`src/rtl/cpu_pkg.sv`:
```
// Shared definitions for the decode/operand stage: opcodes, default widths,
// the ID/EX control bundle and the instruction decoder.
package cpu_pkg;

  localparam int DATA_W = 32;
  localparam int REG_AW = 5;

  localparam logic [5:0] OP_RTYPE = 6'b000000;
  localparam logic [5:0] OP_ADDI  = 6'b001000;
  localparam logic [5:0] OP_LW    = 6'b100011;
  localparam logic [5:0] OP_SW    = 6'b101011;
  localparam logic [5:0] OP_BEQ   = 6'b000100;
  localparam logic [5:0] OP_J     = 6'b000010;

  // Control fields carried through ID/EX; waddr travels with them so a
  // bubble never names a destination register.
  typedef struct packed {
    logic [REG_AW-1:0] waddr;
    logic              we;
    logic              mem_read;
    logic              mem_write;
    logic              branch;
    logic              jump;
  } ctrl_t;

  localparam ctrl_t CTRL_BUBBLE = '0;

  typedef struct packed {
    ctrl_t ctrl;
    logic  uses_rs;
    logic  uses_rt;
  } decode_t;

  // Opcode decode; unknown opcodes fall through as a nop with no flags.
  function automatic decode_t decode(input logic [31:0] instr);
    decode_t d;
    d = '0;
    case (instr[31:26])
      OP_RTYPE: begin
        d.ctrl.we    = 1'b1;
        d.ctrl.waddr = instr[15:11];
        d.uses_rs    = 1'b1;
        d.uses_rt    = 1'b1;
      end
      OP_ADDI: begin
        d.ctrl.we    = 1'b1;
        d.ctrl.waddr = instr[20:16];
        d.uses_rs    = 1'b1;
      end
      OP_LW: begin
        d.ctrl.we       = 1'b1;
        d.ctrl.mem_read = 1'b1;
        d.ctrl.waddr    = instr[20:16];
        d.uses_rs       = 1'b1;
      end
      OP_SW: begin
        d.ctrl.mem_write = 1'b1;
        d.uses_rs        = 1'b1;
        d.uses_rt        = 1'b1;
      end
      OP_BEQ: begin
        d.ctrl.branch = 1'b1;
        d.uses_rs     = 1'b1;
        d.uses_rt     = 1'b1;
      end
      OP_J: begin
        d.ctrl.jump = 1'b1;
      end
      default: d = '0;
    endcase
    // Writes to $0 are architecturally discarded, so never advertise them.
    if (d.ctrl.waddr == '0) d.ctrl.we = 1'b0;
    return d;
  endfunction

endpackage

```
`src/rtl/id_fwd_mux.sv`:
```
// Per-operand forwarding mux: $0, then EX result, then MEM write data,
// then the register file value.
module id_fwd_mux #(
  parameter int DATA_W = 32,
  parameter int REG_AW = 5
) (
  input  logic [REG_AW-1:0] addr,
  input  logic [DATA_W-1:0] rdata,
  input  logic              ex_fwd_en,
  input  logic [REG_AW-1:0] ex_waddr,
  input  logic [DATA_W-1:0] ex_data,
  input  logic              mem_we,
  input  logic [REG_AW-1:0] mem_waddr,
  input  logic [DATA_W-1:0] mem_wdata,
  output logic [DATA_W-1:0] data
);

  // Youngest producer wins; $0 always reads as zero whatever is in flight.
  always_comb begin
    data = rdata;
    if (addr == '0) begin
      data = '0;
    end else if (ex_fwd_en && ex_waddr == addr) begin
      data = ex_data;
    end else if (mem_we && mem_waddr == addr) begin
      data = mem_wdata;
    end
  end

endmodule

```
`src/rtl/id_ex_stage.sv`:
```
// Decode-and-operand stage: drives regfile read addresses, resolves
// forwarded operands, detects load-use hazards and latches ID/EX.
module id_ex_stage #(
  parameter int DATA_W = cpu_pkg::DATA_W,
  parameter int REG_AW = cpu_pkg::REG_AW
) (
  input  logic              clk,
  input  logic              rst,
  input  logic              id_valid,
  input  logic [31:0]       id_instr,
  input  logic [DATA_W-1:0] id_pc,
  output logic [REG_AW-1:0] raddr1,
  output logic [REG_AW-1:0] raddr2,
  input  logic [DATA_W-1:0] rdata1,
  input  logic [DATA_W-1:0] rdata2,
  input  logic [DATA_W-1:0] ex_alu_result,
  input  logic              mem_we,
  input  logic [REG_AW-1:0] mem_waddr,
  input  logic [DATA_W-1:0] mem_wdata,
  input  logic              flush,
  output logic              stall,
  output logic              ex_valid,
  output logic [DATA_W-1:0] ex_pc,
  output logic [DATA_W-1:0] ex_op1,
  output logic [DATA_W-1:0] ex_op2,
  output logic [DATA_W-1:0] ex_imm,
  output logic [5:0]        ex_funct,
  output logic [REG_AW-1:0] ex_waddr,
  output logic              ex_we,
  output logic              ex_mem_read,
  output logic              ex_mem_write,
  output logic              ex_branch,
  output logic              ex_jump,
  output logic [25:0]       ex_jtarget
);

  import cpu_pkg::*;

  decode_t           dec;
  logic [REG_AW-1:0] rs;
  logic [REG_AW-1:0] rt;
  logic              ex_fwd_en;
  logic [REG_AW-1:0] src_addr  [2];
  logic [DATA_W-1:0] src_rdata [2];
  logic [DATA_W-1:0] src_fwd   [2];

  logic              valid_q,   valid_d;
  logic [DATA_W-1:0] pc_q,      pc_d;
  logic [DATA_W-1:0] op1_q,     op1_d;
  logic [DATA_W-1:0] op2_q,     op2_d;
  logic [DATA_W-1:0] imm_q,     imm_d;
  logic [5:0]        funct_q,   funct_d;
  logic [25:0]       jtarget_q, jtarget_d;
  ctrl_t             ctrl_q,    ctrl_d;

  assign rs     = id_instr[25:21];
  assign rt     = id_instr[20:16];
  assign raddr1 = rs;
  assign raddr2 = rt;
  assign dec    = decode(id_instr);

  // A load in EX has no data yet, so it must not be forwarded from EX.
  assign ex_fwd_en = valid_q && ctrl_q.we && !ctrl_q.mem_read;

  assign src_addr[0]  = rs;
  assign src_addr[1]  = rt;
  assign src_rdata[0] = rdata1;
  assign src_rdata[1] = rdata2;

  genvar gi;
  generate
    for (gi = 0; gi < 2; gi++) begin : g_fwd
      id_fwd_mux #(
        .DATA_W (DATA_W),
        .REG_AW (REG_AW)
      ) u_fwd_mux (
        .addr      (src_addr[gi]),
        .rdata     (src_rdata[gi]),
        .ex_fwd_en (ex_fwd_en),
        .ex_waddr  (ctrl_q.waddr),
        .ex_data   (ex_alu_result),
        .mem_we    (mem_we),
        .mem_waddr (mem_waddr),
        .mem_wdata (mem_wdata),
        .data      (src_fwd[gi])
      );
    end
  endgenerate

  // Load-use hazard: the ID instruction reads the register a load in EX is about to fetch.
  always_comb begin
    stall = id_valid && !flush && valid_q && ctrl_q.mem_read && (ctrl_q.waddr != '0) &&
            ((dec.uses_rs && ctrl_q.waddr == rs) || (dec.uses_rt && ctrl_q.waddr == rt));
  end

  // Next ID/EX contents: bubble on flush or stall, otherwise the decoded instruction.
  always_comb begin
    valid_d   = 1'b0;
    pc_d      = '0;
    op1_d     = '0;
    op2_d     = '0;
    imm_d     = '0;
    funct_d   = '0;
    jtarget_d = '0;
    ctrl_d    = CTRL_BUBBLE;
    if (!flush && !stall) begin
      valid_d   = id_valid;
      pc_d      = id_pc;
      op1_d     = src_fwd[0];
      op2_d     = src_fwd[1];
      imm_d     = {{(DATA_W-16){id_instr[15]}}, id_instr[15:0]};
      funct_d   = id_instr[5:0];
      jtarget_d = id_instr[25:0];
      ctrl_d    = id_valid ? dec.ctrl : CTRL_BUBBLE;
    end
  end

  // ID/EX pipeline register.
  always_ff @(posedge clk or posedge rst) begin
    if (rst) begin
      valid_q   <= 1'b0;
      pc_q      <= '0;
      op1_q     <= '0;
      op2_q     <= '0;
      imm_q     <= '0;
      funct_q   <= '0;
      jtarget_q <= '0;
      ctrl_q    <= CTRL_BUBBLE;
    end else begin
      valid_q   <= valid_d;
      pc_q      <= pc_d;
      op1_q     <= op1_d;
      op2_q     <= op2_d;
      imm_q     <= imm_d;
      funct_q   <= funct_d;
      jtarget_q <= jtarget_d;
      ctrl_q    <= ctrl_d;
    end
  end

  assign ex_valid     = valid_q;
  assign ex_pc        = pc_q;
  assign ex_op1       = op1_q;
  assign ex_op2       = op2_q;
  assign ex_imm       = imm_q;
  assign ex_funct     = funct_q;
  assign ex_jtarget   = jtarget_q;
  assign ex_waddr     = ctrl_q.waddr;
  assign ex_we        = ctrl_q.we;
  assign ex_mem_read  = ctrl_q.mem_read;
  assign ex_mem_write = ctrl_q.mem_write;
  assign ex_branch    = ctrl_q.branch;
  assign ex_jump      = ctrl_q.jump;

endmodule

```
`config.mk`:
```
export PLATFORM = sky130hd
export DESIGN_NAME = id_ex_stage
export DESIGN_NICKNAME = d
export VERILOG_FILES = /design/src/rtl/cpu_pkg.sv /design/src/rtl/id_fwd_mux.sv /design/src/rtl/id_ex_stage.sv
export SDC_FILE = /design/constraint.sdc
export NUM_CORES = 1
export LEC_CHECK = 0
export BUFFER_PORTS_ARGS = -buffer_cell sky130_fd_sc_hd__clkbuf_2
export CAP_MARGIN = 20
export CELL_PAD_IN_SITES_DETAIL_PLACEMENT = 1
export CELL_PAD_IN_SITES_GLOBAL_PLACEMENT = 1
export CORE_ASPECT_RATIO = 0.9
export CORE_MARGIN = 1
export CORE_UTILIZATION = 36
export DETAILED_ROUTE_END_ITERATION = 10
export PLACE_DENSITY_LB_ADDON = 0.1
export SYNTH_ARGS = -nofsm -noshare
export SYNTH_HDL_FRONTEND = slang
export SYNTH_HIERARCHICAL = 1
export SYNTH_SLANG_ARGS = --single-unit
```
`constraint.sdc`:
```
create_clock -name clk -period 4.7 [get_ports clk]
set_input_delay 0.235 -clock clk [delete_from_list [all_inputs] [get_ports clk]]
set_output_delay 0.235 -clock clk [all_outputs]
set_load 0.005 [all_outputs]
```
---- After elaboration in Yosys (flattened, before gate mapping) ----
Index checks and enable logic that the tools add are counted.
word-level totals
  output and inout bits ................... 182
  logic and storage cells ................. 71
  input bits .............................. 202
  flip-flop bits (word level) ............. 171
operators by class
  reduce and logical (&&, ||, !) cells .... 26
  equal/unequal tests ..................... 9
  multiplexer cells ....................... 23
operators by type and width
  cell                  number
  $mux W32              10
  $mux W26              1
  $eq A5 B5 Y1          4
  $mux W10              2
  $logic_not A5 Y1      3
  $logic_and A1 B1 Y1   14
  $eq A6 B6 Y1 const B  2
  $pmux W6 S2           1
  $mux W1               8
  $eq A6 B2 Y1 const B  1
  $eq A6 B3 Y1 const B  1
  $eq A6 B4 Y1 const B  1
  $logic_not A6 Y1      1
  $mux W6               1
  $reduce_bool A5 Y1    1
  $reduce_or A5 Y1      1
  $logic_not A1 Y1      3
  $reduce_or A3 Y1      1
  $reduce_or A2 Y1      1
  $logic_or A1 B1 Y1    1

---- Longest topological paths before layout ----
  depth after elaboration ................. 9
  depth in mapped cells ................... 8
  depth with buffers taken out ............ 6

---- By module ----
Netlist, hierarchy kept.
by module, submodules not included
  module       cells an instance  sequential area each (sq um)  instances  area an instance (sq um)
  id_ex_stage  412                3328.2                        1          5843.1
  id_fwd_mux   177                0.0                           2          1288.7

---- Worst setup path before layout ----
OpenSTA, ideal clock, no wires.
  kind .................................... register -> output
  start ................................... reg ctrl_q, in the netlist ex_waddr[1]
  end ..................................... out stall
  required time ........................... 4.465 ns
  data arrival time ....................... 1.740 ns
  setup slack ............................. 2.725 ns
  buffers on the path ..................... 1
  cell stages (with the launch flop) ...... 6
  path through ............................ dfrtp_1 -> or4_4 -> o211ai_4 -> nor4_2 -> buf_6 -> or2_2
between the ends
  word-level cells in the longest chain between the ends .. 4
  elaborated cells between the ends (all ways) .. 8
  classes of those cells .................. 2 x eq/ne; 6 x reduce/logical
RTL lines
  what                     RTL line            RTL
  from (decl)              id_ex_stage.sv:54   ctrl_t ctrl_q, ctrl_d;
  from (signal assigned)   id_ex_stage.sv:137  ctrl_q <= ctrl_d;
  $eq A5 B5 Y1             id_ex_stage.sv:93   ((dec.uses_rs && ctrl_q.waddr == rs) || (dec.uses_rt && ctrl_q.waddr == rt));
  $logic_and A1 B1 Y1      id_ex_stage.sv:93
  $logic_or A1 B1 Y1       id_ex_stage.sv:93
  $logic_and A1 B1 Y1 (*)  id_ex_stage.sv:92   stall = id_valid && !flush && valid_q && ctrl_q.mem_read && (ctrl_q.waddr != '0) &&
  to (decl)                id_ex_stage.sv:21   output logic stall,
Every way passes the cells marked *; elsewhere a longest branch is shown, timed or not.

---- Worst setup path in the final report ----
  start ................................... reg ctrl_q, in the netlist ex_waddr[3]
  end ..................................... out stall
The elaborated chain is that of the path after synthesis.

==> run_results.csv <==
group,metric,value,unit
status,status,"completed",
synthesis,postSynth.asyncResetShare,100,%
sta,final-setup-viol-count,0,
finish,finish.instance_area,10700,um^2
detailed_routing,route.detailed.vias_per_inst,5.85,
power_and_ir_drop,p_leak,0.00463,uW
worst_setup_path,setup.worst_path.start_class,"flop",
synthesis,synth.net_count,968,
grt,globalRoute.totalOverflow,0,
sta,timing.setup.tns,0,ps
detailed_routing,detail_route.wl_per_cell,24.9,um
detailed_routing,post-route-drc-count,0,
sta,clock.fmax,349,MHz
floorplan,dieWidth,163,um
clocking,cts_max_level,4,
finish,syn_to_final_growth,27.4,%
sta,min_period_over_period,61.0,%
sta,slew_headroom,28.5,%
grt,pin_count_of_the_biggest_net_entering_global_routing,99,
power_and_ir_drop,power.share.sequential,38.8,%
power_and_ir_drop,combPwrFrac,16.8,%
floorplan,fp-row-count,52,
finish,drive_gt1_share,55.2,%
clocking,tritoncts,"yes",
job,max_cap_viol_count,0,
worst_setup_path,critical_path.max_fanout,36,
clocking,post_cts.repair.setup_buffers,0,
finish,multi_input_gate_area_in_the_final_layout,4240,um^2
clocking,clk_path_buf_depth,2,
place,io_buffer_count,383,
synthesis,synth_most_common_cell,"sky130_fd_sc_hd__dfrtp_1",
finish,layout.nets,1244,
clocking,clock_tree.root_cell,"sky130_fd_sc_hd__clkbuf_16",
sta,fin_crit,2870,ps
sta,skew,14.4,ps
place,dp_hpwl,22700,um
finish,regArea,3330,um^2
clocking,clock_insertion_delay_worst_skew,430,ps
place,place_congestion,0.794,
floorplan,boundaryPins,384,
synthesis,post_synth_inst_count,766,
power_and_ir_drop,power_frac_clock,44.4,%
synthesis,number_of_flops_mapped_to_enable_cells_by_yosys,0,
power_and_ir_drop,cellInternalPower,2290,uW
synthesis,seq_area_frac_synth,39.5,%
detailed_routing,drtAntennaViolNets,0,
clocking,cts_inserted_buffers,17,
power_and_ir_drop,vdd_drop_max,0.168,mV
worst_hold_path,min-delay-path-class,"in2async",
place,place_area,10100,um^2
power_and_ir_drop,power_switching,880,uW
sta,tightestPinTransition,1070,ps
sta,maxSlewViolCount,0,
synthesis,netlist_top_cells_count,"sky130_fd_sc_hd__dfrtp_1 (133), sky130_fd_sc_hd__nor3_1 (71), sky130_fd_sc_hd__nand4_1 (64)",
synthesis,synth_flop_cell,"sky130_fd_sc_hd__dfrtp_1",
clocking,numClockSinks,133,
sta,rsz0062_at_grt,"no",
detailed_routing,first_iter_violations,687,
grt,track_usage,28.1,%
worst_setup_path,end_kind,"output port",
synthesis,yosysUniqueCellTypes,44,
worst_setup_path,register_to_register_path_depth,6,
detailed_routing,num_vias,7914,
clocking,hold_buffers,0,
power_and_ir_drop,power_density,296,nW/um^2
synthesis,synth_top_area_share,39.5,%
power_and_ir_drop,power_switching_share,27.7,%
finish,number_of_filler_instances_in_the_final_layout,2616,
floorplan,initial_core_util,37.1,%
clocking,clk_pin_slew_worst_paths,60,ps
synthesis,synth_area,8420,um^2
floorplan,core_area,22700,um^2
grt,number_of_antenna_violations_at_the_first_check_in_global_routing,3,
synthesis,synthesis.area_per_instance,11.0,um^2
grt,via_count_of_the_first_global_routing_pass,8200,
synthesis,synth.yosys.warnings,6,
synthesis,cells_taking_the_most_area_after_synthesis,"sky130_fd_sc_hd__dfrtp_1 (40%), sky130_fd_sc_hd__a311oi_2 (11%), sky130_fd_sc_hd__nor4b_2 (11%)",
detailed_routing,drt_pre_antenna_iters,5,
grt,grt_first_pass_wirelength,50700,um
synthesis,ys_seq_elements,133,
worst_setup_path,worst-endpoint-required,4470,ps
floorplan,die-height,147,um
floorplan,floorplan.die_area,24000,um^2
sta,timing.final.hold_violations,0,
synthesis,yosysTopAreaCell,"sky130_fd_sc_hd__dfrtp_1",
detailed_routing,wl,33700,um
worst_setup_path,timing.critical_path.arrival,2630,ps
worst_setup_path,path_class,"reg2out",
clocking,number_of_cells_upsized_or_downsized_after_cts,0,
per-layer routing:
| layer | global-route usage (%) | part of all wire [%] |
|---|---|---|
| met4 | 8.83 | 2.2 |
| met2 | 43.9 | 47 |
| met5 | 0 | 0.033 |
| met1 | 38.5 | 44 |
| met3 | 6.38 | 7.5 |
flip-flops by register name, indices dropped and copies added (netlist names), 5 cells and up:
register and cells:
ex_waddr 5, ex_pc 32, ex_op1 32, ex_op2 32, ex_jtarget 26
power groups by stage:
stage	combinational (uW)	clock [uW]	sequential, uW
3_3_place_gp	524	0	1250
2_1_floorplan	275	0	1250
3_5_place_dp	528	0	1250
6_report	532	1410	1230
5_1_grt	575	1490	1240
4_1_cts	531	1440	1230
worst max-delay path, cell delays in order, from the launching register on:
cell and delay, ps:
sky130_fd_sc_hd__dfrtp_1 540, sky130_fd_sc_hd__or4_4 210, sky130_fd_sc_hd__o211ai_4 90, sky130_fd_sc_hd__nor4_4 810, sky130_fd_sc_hd__buf_12 300, sky130_fd_sc_hd__or2_2 140, sky130_fd_sc_hd__clkbuf_2 100
cell type report:
type	count	area share (%)
multi-input cells	480	39.5
diodes	1	0.0233
well taps	297	3.46
clock inverters	11	1.27
flip-flops and latches	133	31.0
repair buffers	409	20.2
inverters	1	0.0816
clock buffers	21	4.48
logic make-up (layout without fill, tap and decap cells):
kind of cell | Yosys count | in the layout | share of synthesized area, %
simple gates | 310 | 310 | 30.7
buf+inv | 153 | 442 | 10.5
compound gates | 140 | 140 | 16.2
flops | 133 | 133 | 39.5
xor+xnor | 30 | 30 | 3.12
other cells | 0 | 1 | 0
per-stage QoR:
stage                     util [%]  hold slack [ps]  std cells  worst slack (ps)  total power, uW
after floorplan                  -              360        766               911             1530
after global placement        44.4              484       1319              1920             1780
after detailed placement      44.4              487       1319              1900             1780
after CTS                     47.1             30.6       1351              1820             3200
after global routing          47.3             31.1       1353              1680             3300
final                         47.3             16.5       1353              1830             3170
worst paths after layout:
path,startpoint,endpoint,slack [ps]
setup / recovery,ex_waddr[3],stall,1830
min in group clk,id_pc[23],ex_pc[23],50
max in group asynchronous,rst,ex_op2[1],3570
setup reg to reg,ex_waddr[0],ex_op2[9],1920
hold reg to reg,ex_waddr[2],ex_pc[30],1190
hold / removal,rst,ex_pc[20],20
placed cells by master, fill, tap and decap left out, types with 7 or more instances in the layout:
master / count
sky130_fd_sc_hd__dfrtp_1: 133
sky130_fd_sc_hd__clkbuf_2: 382
sky130_fd_sc_hd__nor3_1: 71
sky130_fd_sc_hd__nor4b_1: 63
sky130_fd_sc_hd__nand2_1: 10
sky130_fd_sc_hd__o21ai_0: 62
sky130_fd_sc_hd__inv_6: 7
sky130_fd_sc_hd__nor4b_2: 60
sky130_fd_sc_hd__xnor2_1: 28
sky130_fd_sc_hd__a311oi_2: 60
sky130_fd_sc_hd__nand4_1: 64
sky130_fd_sc_hd__buf_4: 23
sky130_fd_sc_hd__clkbuf_16: 17
Note: power is estimated with default switching activity, not from simulation.
